`config.mk`:
```
export PLATFORM = sky130hd
export DESIGN_NAME = lbist_sequencer_flat
export DESIGN_NICKNAME = d
export VERILOG_FILES = /design/src/rtl/lbist_pkg.sv /design/src/rtl/lbist_sequencer_if.sv /design/src/rtl/lbist_misr.sv /design/src/rtl/lbist_sequencer.sv /design/src/flat_wrapper.sv
export SDC_FILE = /design/constraint.sdc
export NUM_CORES = 1
export LEC_CHECK = 0
export CORE_MARGIN = 8
export CORE_UTILIZATION = 50
export CTS_BUF_LIST = sky130_fd_sc_hd__clkbuf_8 sky130_fd_sc_hd__clkbuf_16
export DETAILED_ROUTE_END_ITERATION = 16
export DONT_BUFFER_PORTS = 1
export PLACE_DENSITY = 0.8
export SLEW_MARGIN = 20
export SYNTH_ARGS = -nofsm -noshare
export SYNTH_HDL_FRONTEND = slang
export SYNTH_HIERARCHICAL = 1
export SYNTH_SLANG_ARGS = --single-unit
```
`constraint.sdc`:
```
create_clock -name CK -period 3.2 [get_ports CK]
set_input_delay 0.32 -clock CK [delete_from_list [all_inputs] [get_ports CK]]
set_output_delay 0.32 -clock CK [all_outputs]
set_load 0.01 [all_outputs]
```
`src/rtl/lbist_pkg.sv`:
```
`default_nettype none
// ============================================================================
//  Module   : lbist_pkg
//  Purpose  : Shared LBIST types: FSM state encoding, LFSR taps, MISR polynomial
//             and the single-step MISR function.
//  Revision : 1.0 - initial release
// ============================================================================
package lbist_pkg;

   typedef enum logic [2:0] {
      S_IDLE    = 3'd0,
      S_SHIFT   = 3'd1,
      S_CAPTURE = 3'd2,
      S_COMPARE = 3'd3,
      S_DONE    = 3'd4
   } lbist_state_t;

   // Right-shifting Fibonacci taps for x^16 + x^14 + x^13 + x^11 + 1
   localparam logic [15:0] LFSR_TAPS = 16'h002D;
   localparam logic [15:0] MISR_POLY = 16'h1021;

   function automatic logic [15:0] misr_step(input logic [15:0] m, input logic [15:0] d);
      return {m[14:0], 1'b0} ^ (m[15] ? MISR_POLY : 16'h0000) ^ d;
   endfunction

endpackage
`default_nettype wire

```
`src/rtl/lbist_sequencer_if.sv`:
```
`default_nettype none
// ============================================================================
//  Module   : lbist_sequencer_if
//  Purpose  : Test-access and core-side scan/PI/PO signals of the LBIST sequencer.
//  Revision : 1.0 - initial release
// ============================================================================
interface lbist_sequencer_if #(
   parameter int PI_W   = 7,
   parameter int PO_W   = 7,
   parameter int MISR_W = 16,
   parameter int PAT_W  = 10
);
   logic              start;
   logic [PAT_W-1:0]  num_patterns;
   logic [MISR_W-1:0] golden;
   logic              scan_en;
   logic              scan_in;
   logic              scan_out;
   logic [PI_W-1:0]   cut_pi;
   logic [PO_W-1:0]   cut_po;
   logic              busy;
   logic              done;
   logic              pass;
   logic [MISR_W-1:0] signature;

   modport master (
      input  start, num_patterns, golden, scan_out, cut_po,
      output scan_en, scan_in, cut_pi, busy, done, pass, signature
   );

   modport slave (
      output start, num_patterns, golden, scan_out, cut_po,
      input  scan_en, scan_in, cut_pi, busy, done, pass, signature
   );
endinterface
`default_nettype wire

```
`src/rtl/lbist_misr.sv`:
```
`default_nettype none
// ============================================================================
//  Module   : lbist_misr
//  Purpose  : Multiple-input signature register with clear and compaction enable.
//  Revision : 1.0 - initial release
// ============================================================================
module lbist_misr
   import lbist_pkg::*;
#(
   parameter int W = 16
) (
   input  logic         clk,
   input  logic         rst,
   input  logic         clr,
   input  logic         en,
   input  logic [W-1:0] din,
   output logic [W-1:0] sig
);
   logic [W-1:0] r_sig;

   always_ff @(posedge clk) begin
      if (rst || clr) begin
         r_sig <= '0;
      end else if (en) begin
         r_sig <= misr_step(r_sig, din);
      end
   end

   assign sig = r_sig;
endmodule
`default_nettype wire

```
`src/rtl/lbist_sequencer.sv`:
```
`default_nettype none
// ============================================================================
//  Module   : lbist_sequencer
//  Purpose  : Logic-BIST controller: LFSR patterns into one scan chain, shift/
//             capture sequencing, MISR compaction, golden-signature compare.
//             Option macro LBIST_PO_COMPACT_EN: also compact cut_po in CAPTURE.
//  Revision : 1.0 - initial release
// ============================================================================
module lbist_sequencer
   import lbist_pkg::*;
#(
   parameter int                 CHAIN_LEN = 6,
   parameter int                 PI_W      = 7,
   parameter int                 PO_W      = 7,
   parameter int                 LFSR_W    = 16,
   parameter int                 MISR_W    = 16,
   parameter int                 PAT_W     = 10,
   parameter logic [LFSR_W-1:0]  LFSR_SEED = 16'hACE1
) (
   input  logic                  CK,
   input  logic                  RST,
   lbist_sequencer_if.master     bus
);
   localparam int              CNT_W    = (CHAIN_LEN > 1) ? $clog2(CHAIN_LEN) : 1;
   localparam logic [CNT_W-1:0] LAST_BIT = CNT_W'(CHAIN_LEN - 1);

   lbist_state_t      r_state, w_state_next;
   logic [LFSR_W-1:0] r_lfsr, w_lfsr_next, w_lfsr_stepped;
   logic [CNT_W-1:0]  r_bit_cnt, w_bit_cnt_next;
   logic [PAT_W:0]    r_pat_idx, w_pat_idx_next;
   logic [PAT_W-1:0]  r_n_lat, w_n_next;
   logic [MISR_W-1:0] r_golden;
   logic              w_accept, w_loading, w_loading_next;
   logic              w_misr_en, w_misr_clr;
   logic [MISR_W-1:0] w_misr_data, w_sig, w_po_data;
   logic              w_po_en;
   logic              r_scan_en, r_scan_in, r_busy, r_done, r_pass;
   logic [PI_W-1:0]   r_cut_pi;

`ifdef LBIST_PO_COMPACT_EN
   assign w_po_en   = 1'b1;
   assign w_po_data = MISR_W'(bus.cut_po);
`else
   logic [PO_W-1:0] w_unused_po;
   assign w_po_en     = 1'b0;
   assign w_po_data   = '0;
   assign w_unused_po = bus.cut_po;
`endif

   assign w_lfsr_stepped = {^(r_lfsr & LFSR_TAPS[LFSR_W-1:0]), r_lfsr[LFSR_W-1:1]};
   // Patterns still to load; the segment with pat_idx == N only unloads.
   assign w_loading      = (r_pat_idx < {1'b0, r_n_lat});

   always_comb begin
      w_state_next   = r_state;
      w_lfsr_next    = r_lfsr;
      w_bit_cnt_next = r_bit_cnt;
      w_pat_idx_next = r_pat_idx;
      w_n_next       = r_n_lat;
      w_accept       = 1'b0;
      w_misr_en      = 1'b0;
      w_misr_clr     = 1'b0;
      w_misr_data    = {{(MISR_W-1){1'b0}}, bus.scan_out};
      case (r_state)
         S_IDLE, S_DONE: begin
            if (bus.start) begin
               w_accept       = 1'b1;
               w_n_next       = bus.num_patterns;
               w_lfsr_next    = LFSR_SEED;
               w_misr_clr     = 1'b1;
               w_bit_cnt_next = '0;
               w_pat_idx_next = '0;
               w_state_next   = (bus.num_patterns == '0) ? S_COMPARE : S_SHIFT;
            end
         end
         S_SHIFT: begin
            if (w_loading) begin
               w_lfsr_next = w_lfsr_stepped;
            end
            w_misr_en = (r_pat_idx != '0);
            if (r_bit_cnt == LAST_BIT) begin
               w_bit_cnt_next = '0;
               w_state_next   = w_loading ? S_CAPTURE : S_COMPARE;
            end else begin
               w_bit_cnt_next = r_bit_cnt + CNT_W'(1);
            end
         end
         S_CAPTURE: begin
            w_lfsr_next    = w_lfsr_stepped;
            w_pat_idx_next = r_pat_idx + (PAT_W+1)'(1);
            w_misr_en      = w_po_en;
            w_misr_data    = w_po_data;
            w_state_next   = S_SHIFT;
         end
         S_COMPARE: begin
            w_state_next = S_DONE;
         end
         default: begin
            w_state_next = S_IDLE;
         end
      endcase
      w_loading_next = (w_pat_idx_next < {1'b0, w_n_next});
   end

   always_ff @(posedge CK) begin
      if (RST) begin
         r_state <= S_IDLE;
      end else begin
         r_state <= w_state_next;
      end
   end

   // Outputs are registered from next-state values so they line up with the state.
   always_ff @(posedge CK) begin
      if (RST) begin
         r_lfsr    <= LFSR_SEED;
         r_bit_cnt <= '0;
         r_pat_idx <= '0;
         r_n_lat   <= '0;
         r_golden  <= '0;
         r_scan_en <= 1'b0;
         r_scan_in <= 1'b0;
         r_busy    <= 1'b0;
         r_done    <= 1'b0;
         r_pass    <= 1'b0;
         r_cut_pi  <= '0;
      end else begin
         r_lfsr    <= w_lfsr_next;
         r_bit_cnt <= w_bit_cnt_next;
         r_pat_idx <= w_pat_idx_next;
         r_n_lat   <= w_n_next;
         if (w_accept) begin
            r_golden <= bus.golden;
         end
         r_scan_en <= (w_state_next == S_SHIFT);
         r_scan_in <= (w_state_next == S_SHIFT) && w_loading_next && w_lfsr_next[0];
         r_busy    <= (w_state_next == S_SHIFT) || (w_state_next == S_CAPTURE) ||
                      (w_state_next == S_COMPARE);
         r_done    <= (w_state_next == S_DONE);
         if (w_state_next == S_CAPTURE) begin
            r_cut_pi <= w_lfsr_next[PI_W-1:0];
         end
         if (w_accept) begin
            r_pass <= 1'b0;
         end else if (r_state == S_COMPARE) begin
            r_pass <= (w_sig == r_golden);
         end
      end
   end

   lbist_misr #(
      .W (MISR_W)
   ) u_misr (
      .clk (CK),
      .rst (RST),
      .clr (w_misr_clr),
      .en  (w_misr_en),
      .din (w_misr_data),
      .sig (w_sig)
   );

   assign bus.scan_en   = r_scan_en;
   assign bus.scan_in   = r_scan_in;
   assign bus.cut_pi    = r_cut_pi;
   assign bus.busy      = r_busy;
   assign bus.done      = r_done;
   assign bus.pass      = r_pass;
   assign bus.signature = w_sig;
endmodule
`default_nettype wire

```
`src/flat_wrapper.sv`:
```
// flat-port wrapper written by rule: the top's interface ports become plain ports
module lbist_sequencer_flat import lbist_pkg::*;
#(
   parameter int                 CHAIN_LEN = 6,
   parameter int                 PI_W      = 7,
   parameter int                 PO_W      = 7,
   parameter int                 LFSR_W    = 16,
   parameter int                 MISR_W    = 16,
   parameter int                 PAT_W     = 10,
   parameter logic [LFSR_W-1:0]  LFSR_SEED = 16'hACE1
)
  (CK, RST, bus_start, bus_num_patterns, bus_golden, bus_scan_out, bus_cut_po, bus_scan_en, bus_scan_in, bus_cut_pi, bus_busy, bus_done, bus_pass, bus_signature);
  lbist_sequencer_if #(.PI_W(PI_W), .PO_W(PO_W), .MISR_W(MISR_W), .PAT_W(PAT_W)) bus_i ();
  input  logic CK;
  input  logic RST;
  input wire logic [$bits(bus_i.start)-1:0] bus_start;
  input wire logic [$bits(bus_i.num_patterns)-1:0] bus_num_patterns;
  input wire logic [$bits(bus_i.golden)-1:0] bus_golden;
  input wire logic [$bits(bus_i.scan_out)-1:0] bus_scan_out;
  input wire logic [$bits(bus_i.cut_po)-1:0] bus_cut_po;
  output wire logic [$bits(bus_i.scan_en)-1:0] bus_scan_en;
  output wire logic [$bits(bus_i.scan_in)-1:0] bus_scan_in;
  output wire logic [$bits(bus_i.cut_pi)-1:0] bus_cut_pi;
  output wire logic [$bits(bus_i.busy)-1:0] bus_busy;
  output wire logic [$bits(bus_i.done)-1:0] bus_done;
  output wire logic [$bits(bus_i.pass)-1:0] bus_pass;
  output wire logic [$bits(bus_i.signature)-1:0] bus_signature;
  assign bus_i.start = bus_start;
  assign bus_i.num_patterns = bus_num_patterns;
  assign bus_i.golden = bus_golden;
  assign bus_i.scan_out = bus_scan_out;
  assign bus_i.cut_po = bus_cut_po;
  assign bus_scan_en = bus_i.scan_en;
  assign bus_scan_in = bus_i.scan_in;
  assign bus_cut_pi = bus_i.cut_pi;
  assign bus_busy = bus_i.busy;
  assign bus_done = bus_i.done;
  assign bus_pass = bus_i.pass;
  assign bus_signature = bus_i.signature;
  lbist_sequencer #(.CHAIN_LEN(CHAIN_LEN), .PI_W(PI_W), .PO_W(PO_W), .LFSR_W(LFSR_W), .MISR_W(MISR_W), .PAT_W(PAT_W), .LFSR_SEED(LFSR_SEED)) u_core (.CK(CK), .RST(RST), .bus(bus_i));
endmodule
```
==> flow_metrics.tcl, run 1 <==
set metrics [dict create \
    clk_latency_ps 360 \
    synth_top_cell_by_area "dfxtp_1" \
    path_buf_inv 1 \
    startpoint "u_core/r_state[0]$_SDFF_PP0_" \
    startpoint_type "register" \
    path_class "register to register" \
    synth_area_leaders "dfxtp_1, ha_1, nor2_1, a21oi_1, nand2_1" \
    root_buffer "clkbuf_8" \
    worst_r2r_startpoint "u_core/r_state[0]$_SDFF_PP0_" \
    ios 65 \
    grt_usage_pct 16.8 \
    critPathTopFamily "simple AND/OR/NAND/NOR gates" \
    critPathArrivalTime_ps 3220 \
    antenna_found_initial 0 \
    crit_chain "buf_4 -> nor2_1 -> and2_1 -> nor2_1 -> o21ai_0 -> o21ai_0 -> ha_1 -> or4_1 -> o221ai_1 -> o211ai_1 -> nor4bb_1" \
    synth-warning-count 6 \
    setup_viol 0 \
    setup_tns_ps 0 \
    first_pass_iters 4 \
    avgViaCountPerCell 5.56 \
    hold_violations 0 \
    switchingPower_mw 0.582 \
    hp-start "RST" \
    cp-end-kind "register" \
    grt_overflow 0 \
    rsz0062_at_grt "no" \
    cp_max_fo 9 \
    slew-limit-headroom_pct 51.1 \
    synth_async_sr_flop_share_pct 0 \
    pwr-share-comb_pct 11.4 \
    synth_area_mm2 0.00433 \
    post_drt_wl_per_cell_um 15.8 \
    outcome "finished clean" \
    start_util_pct 50.6 \
    gp_congestion 0.901 \
    vias 3446 \
    synth_edf_count 0 \
    cts.sinks 87 \
    drt_iter0_drc 292 \
    numCtsBuffers 9 \
    n_antenna_cell 0 \
    switching_share_pct 26.9 \
    pwr-share-seq_pct 53.2 \
    clkPwrFrac_pct 35.4 \
    ys_seq_area_share_pct 40.3 \
    layout_setup_ws_ps 250 \
    syn_inst 501 \
    core_area_mm2 0.00855 \
    post-synth-top-count-cell "dfxtp_1" \
    tightest_slew_ps 734 \
    cap_violations 0 \
    finalCritPeriodShare_pct 92.2 \
    cp.required_ps 3470 \
    slowest_stage "or4_1" \
    grt_pass1_wl_mm 15.7 \
    vdd_ir_drop_max_mv 0.242 \
    finalMaxSlewViolations 0 \
    synth.cells.most_frequent "dfxtp_1, nor2_1, nand2_1, a21oi_1, ha_1" \
    htree_num_levels 3 \
    drive_gt1_share_pct 8.01 \
    p_per_area_mw_per_mm2 466 \
    synth_area_per_cell_um2 8.64 \
    clkTransAtPathRegs_ps 100 \
    cts_setup_buffers 0 \
    grt_pass1_vias 3235 \
    ys_ff_latch 87 \
    drc 0 \
    cts_tree "done" \
    clockBufferDepth 2 \
    fin_worst_skew_ps 12.4 \
    p_leak_nw 1.80 \
    timing.final.crit_period_ps 2950 \
    fp.dieArea_mm2 0.0119 \
    ys_types 58 \
    p_int_mw 1.58 \
    max_freq_mhz 339 \
    yosys.area.top_type_share_pct 40.3 \
    grt_max_degree 65 \
    rows 34 \
    nNetsFinal 565 \
    drtAntennaViolNets 0 \
    synth_flop_cell "dfxtp_1" \
    hpwl_mm 7.20 \
    chipWidth_um 109 \
    fp.dieH_um 109 \
    drt-total-wl_mm 9.77 \
    cpPeakStageDelay_ps 500 \
    synthToLayoutAreaGrowth_pct 7.37 \
    hp-class "input port to register" \
    pre_cts_ws_ps 296 \
    portBuffers 0 \
]
layout by cell type, fill, tap and decap left out, types with 9 or more instances in the layout:
cell type   n
dfxtp_1    87
nor2_1     65
nand2_1    59
a21oi_1    48
ha_1       20
xor2_1     17
xnor2_1    16
nand3_1    15
conb_1     15
o21ai_0    13
inv_1      12
a211oi_1   11
nor2b_1    10
clkbuf_8    9
final cells by class:
class	count	area, um2
inverters	12	45.0
flip-flops and latches	87	1740
clock buffers	9	124
well taps	108	135
clock inverters	6	70.1
repair buffers	10	80.1
fillers	770	3910
multi-input cells	388	2450
path summary, 6_finish.rpt:
kind	to	cells past startpoint	slack [ps]
worst max register to register	u_core/bus.scan_in$_SDFF_PP0_	11	250
worst min register to register	u_core/r_golden[6]$_SDFFE_PP0P_	2	460
worst min-delay path	u_core/r_golden[1]$_SDFFE_PP0P_	1	30
worst max-delay path	u_core/bus.scan_in$_SDFF_PP0_	11	250
routing by layer:
metal  global-route usage, %  vias to the layer above  wire length [um]  part of all wire, %
met4                    6.45                        0               218                  2.2
met2                    27.8                       81              4680                   48
met1                    19.7                     1613              4210                   43
met5                       0                        -                 0                    0
met3                    5.67                       17               669                  6.8
li1                        -                     1735                 -                    -
worst reg2reg max path, delay by kind of cell, from the launching register on:
kind,cells,cell delay [ps]
AND/OR/NAND/NOR,5,1410
AO/OA/AOI/OAI,4,720
flip-flops,1,310
adder cells (fa/ha/maj),1,260
buffers and inverters,1,160
metrics by stage:
stage | hold slack, ps | power [mW] | utilization (%) | area (um2) | instances
after floorplan | 404 | 1.38 | - | 4380 | 515
after global placement | 397 | 1.41 | 51.8 | 4430 | 603
after detailed placement | 399 | 1.42 | 51.8 | 4430 | 603
after CTS | 3.52 | 2.18 | 54.2 | 4640 | 619
after global routing | 1.17 | 2.27 | 54.3 | 4650 | 620
final | 29.5 | 2.17 | 54.3 | 4650 | 620
cell families after synthesis:
group                    count (synthesis)  synth area share [%]
AND/OR/NAND/NOR                        196                  21.4
multiplexers                             9                  2.11
flip-flops                              87                  40.3
AO/OA/AOI/OAI                          113                  18.1
XOR/XNOR                                35                  7.78
buffers and inverters                   40                  4.48
adder cells (fa/ha/maj)                 20                  5.78
other                                    1                0.0867
power by group through the flow:
stage	clock [mW]	sequential, mW	combinational [mW]
2_1_floorplan	0	1.17	0.211
3_3_place_gp	0	1.17	0.234
3_5_place_dp	0	1.18	0.241
4_1_cts	0.782	1.15	0.244
5_1_grt	0.833	1.16	0.276
6_report	0.768	1.15	0.246
what timing repair did:
item | 4_1_cts | 5_1_grt
hold buffers | 1 | 1
gates resized for setup | 0 | 0
endpoints found under the hold margin | 6 | 3
setup endpoints to repair | 0 | 0
sequential cells by signal, summed over array words and instances, names as in the netlist:
register            count
u_core/r_bit_cnt        3
u_core/r_lfsr          16
u_core/bus.pass         1
u_core/u_misr/sig      16
u_core/bus.busy         1
u_core/r_golden        16
u_core/bus.done         1
u_core/bus.scan_in      1
u_core/r_pat_idx       11
u_core/r_state          3
u_core/bus.cut_pi       7
u_core/bus.scan_en      1
u_core/r_n_lat         10
No activity file was read; power rests on OpenSTA's default activity.
==> run 2: changes to the inputs <==
- PLACE_DENSITY: 0.8 -> 0.68
==> flow_metrics.tcl, run 2 (synthesized netlist as in run 1, its figures left out) <==
set metrics [dict create \
    r2r_cells 10 \
    use_met3_pct 3.55 \
    finalMaxSlewViolations 0 \
    p_leak_nw 1.81 \
    ios 65 \
    cap_violations 0 \
    r2r_setup_slack_ps 170 \
    portBuffers 0 \
    r2r-end "u_core/bus.scan_in$_SDFF_PP0_" \
    startpoint_type "register" \
    clkPwrFrac_pct 33.3 \
    max_freq_mhz 330 \
    post-place-cells 603 \
    pwr-share-seq_pct 54.9 \
    met2_usage_pct 27.9 \
    tightest_slew_ps 756 \
    layout_common_cells "dfxtp_1, nor2_1, nand2_1" \
    root_buffer "clkbuf_8" \
    hold_violations 0 \
    hpwl_mm 7.10 \
    antenna_found_initial 0 \
    clk_latency_ps 350 \
    core_area_mm2 0.00855 \
    drive_gt1_share_pct 7.83 \
    cts_setup_buffers 0 \
    nNetsFinal 563 \
    p_per_area_mw_per_mm2 453 \
    pwr-share-comb_pct 11.8 \
    synthToLayoutAreaGrowth_pct 6.71 \
    drc 0 \
    cp-end-kind "register" \
    start_util_pct 50.6 \
    switchingPower_mw 0.553 \
    cts.sinks 87 \
    finalCritPeriodShare_pct 94.6 \
    hp-class "input port to register" \
    path_class "register to register" \
    first_pass_iters 5 \
    gp_congestion 0.863 \
    min_to "u_core/r_golden[10]$_SDFFE_PP0P_" \
    cts_tree "done" \
    grt_overflow 0 \
    drt-total-wl_mm 9.66 \
    timing.final.crit_period_ps 3030 \
    grt_max_degree 70 \
    fillers 831 \
    post_drt_wl_per_cell_um 15.6 \
    clkTransAtPathRegs_ps 80 \
    rows 34 \
    n_antenna_cell 0 \
    vias 3424 \
    grt_pass1_wl_mm 16.1 \
    clockBufferDepth 2 \
    vdd_ir_drop_max_mv 0.205 \
    final_common_cell "dfxtp_1" \
    gr-max-usage-layer "met2" \
    p_int_mw 1.54 \
    stdcell_count 619 \
    cts_hold_buf 0 \
    avgViaCountPerCell 5.53 \
    cp_max_fo 12 \
    fp.dieH_um 109 \
    grt_usage_pct 17.0 \
    grt_pass1_vias 3346 \
    chipWidth_um 109 \
    htree_num_levels 3 \
    setup_viol 0 \
    cp.required_ps 3440 \
    switching_share_pct 26.4 \
    numCtsBuffers 9 \
    critPathArrivalTime_ps 3270 \
    rsz0062_at_grt "no" \
    drtAntennaViolNets 0 \
    ctsResizeCount 0 \
    slew-limit-headroom_pct 49.6 \
    grtUsageMet1_pct 21.2 \
    drt_iter0_drc 214 \
    outcome "finished clean" \
    hp-start "RST" \
    worst_r2r_startpoint "u_core/r_state[0]$_SDFF_PP0_" \
    fp.dieArea_mm2 0.0119 \
    holdPathStages 1 \
    fin_worst_skew_ps 9.47 \
    setup_tns_ps 0 \
]
==> run 2: cell type report <==
cell class	count	area [um2]	share of cell area, %
clock buffer	11	151	3.28
inverter	12	45.0	0.976
sequential	87	1740	37.7
multi-input combinational	388	2450	53.2
timing repair buffer	8	63.8	1.38
tap	108	135	2.93
clock inverter	5	25.0	0.542
==> run 2: through the flow <==
stage	total power, mW	hold slack, ps	util (%)	setup WS, ps	area, um2
after floorplan	1.38	404	-	221	4380
after global placement	1.41	397	51.8	321	4430
after detailed placement	1.42	400	51.8	229	4430
after CTS	2.11	15.5	53.9	155	4610
after global routing	2.20	10.5	54.0	24.8	4620
final	2.09	30.7	54.0	171	4620
==> run 2: metal layers <==
layer  vias up  share of wire (%)
met4         0                1.5
met3        13                6.1
li1       1738                  -
met1      1598                 44
met5         -                  0
met2        75                 48
==> run 2: critical path, stage by stage (launching register included) <==
cell and delay, ps:
dfxtp_1 310, or3b_2 620, inv_1 130, nor2_1 60, o21ai_0 150, o21ai_0 150, ha_1 250, or4_1 510
o221ai_1 250, o211ai_1 170, nor4bb_1 330
==> run 2: how the worst max path moves through the flow <==
stage	from	to	slack (ps)
floorplan	u_core/r_state[0]$_SDFF_PP0_	u_core/bus.scan_in$_SDFF_PP0_	220
global placement	bus_start	u_core/bus.scan_in$_SDFF_PP0_	320
detailed placement	bus_start	u_core/bus.scan_in$_SDFF_PP0_	230
CTS	u_core/r_state[0]$_SDFF_PP0_	u_core/bus.scan_in$_SDFF_PP0_	160
global route	u_core/r_state[0]$_SDFF_PP0_	u_core/bus.scan_in$_SDFF_PP0_	20
finish	u_core/r_state[0]$_SDFF_PP0_	u_core/bus.scan_in$_SDFF_PP0_	170
==> run 2: power groups by stage <==
stage                     sequential [mW]  combinational, mW  clock [mW]
after detailed placement             1.18              0.245           0
after global placement               1.17              0.239           0
after CTS                            1.15              0.246       0.719
after global routing                 1.16              0.277       0.767
after floorplan                      1.17              0.211           0
final                                1.15              0.246       0.697
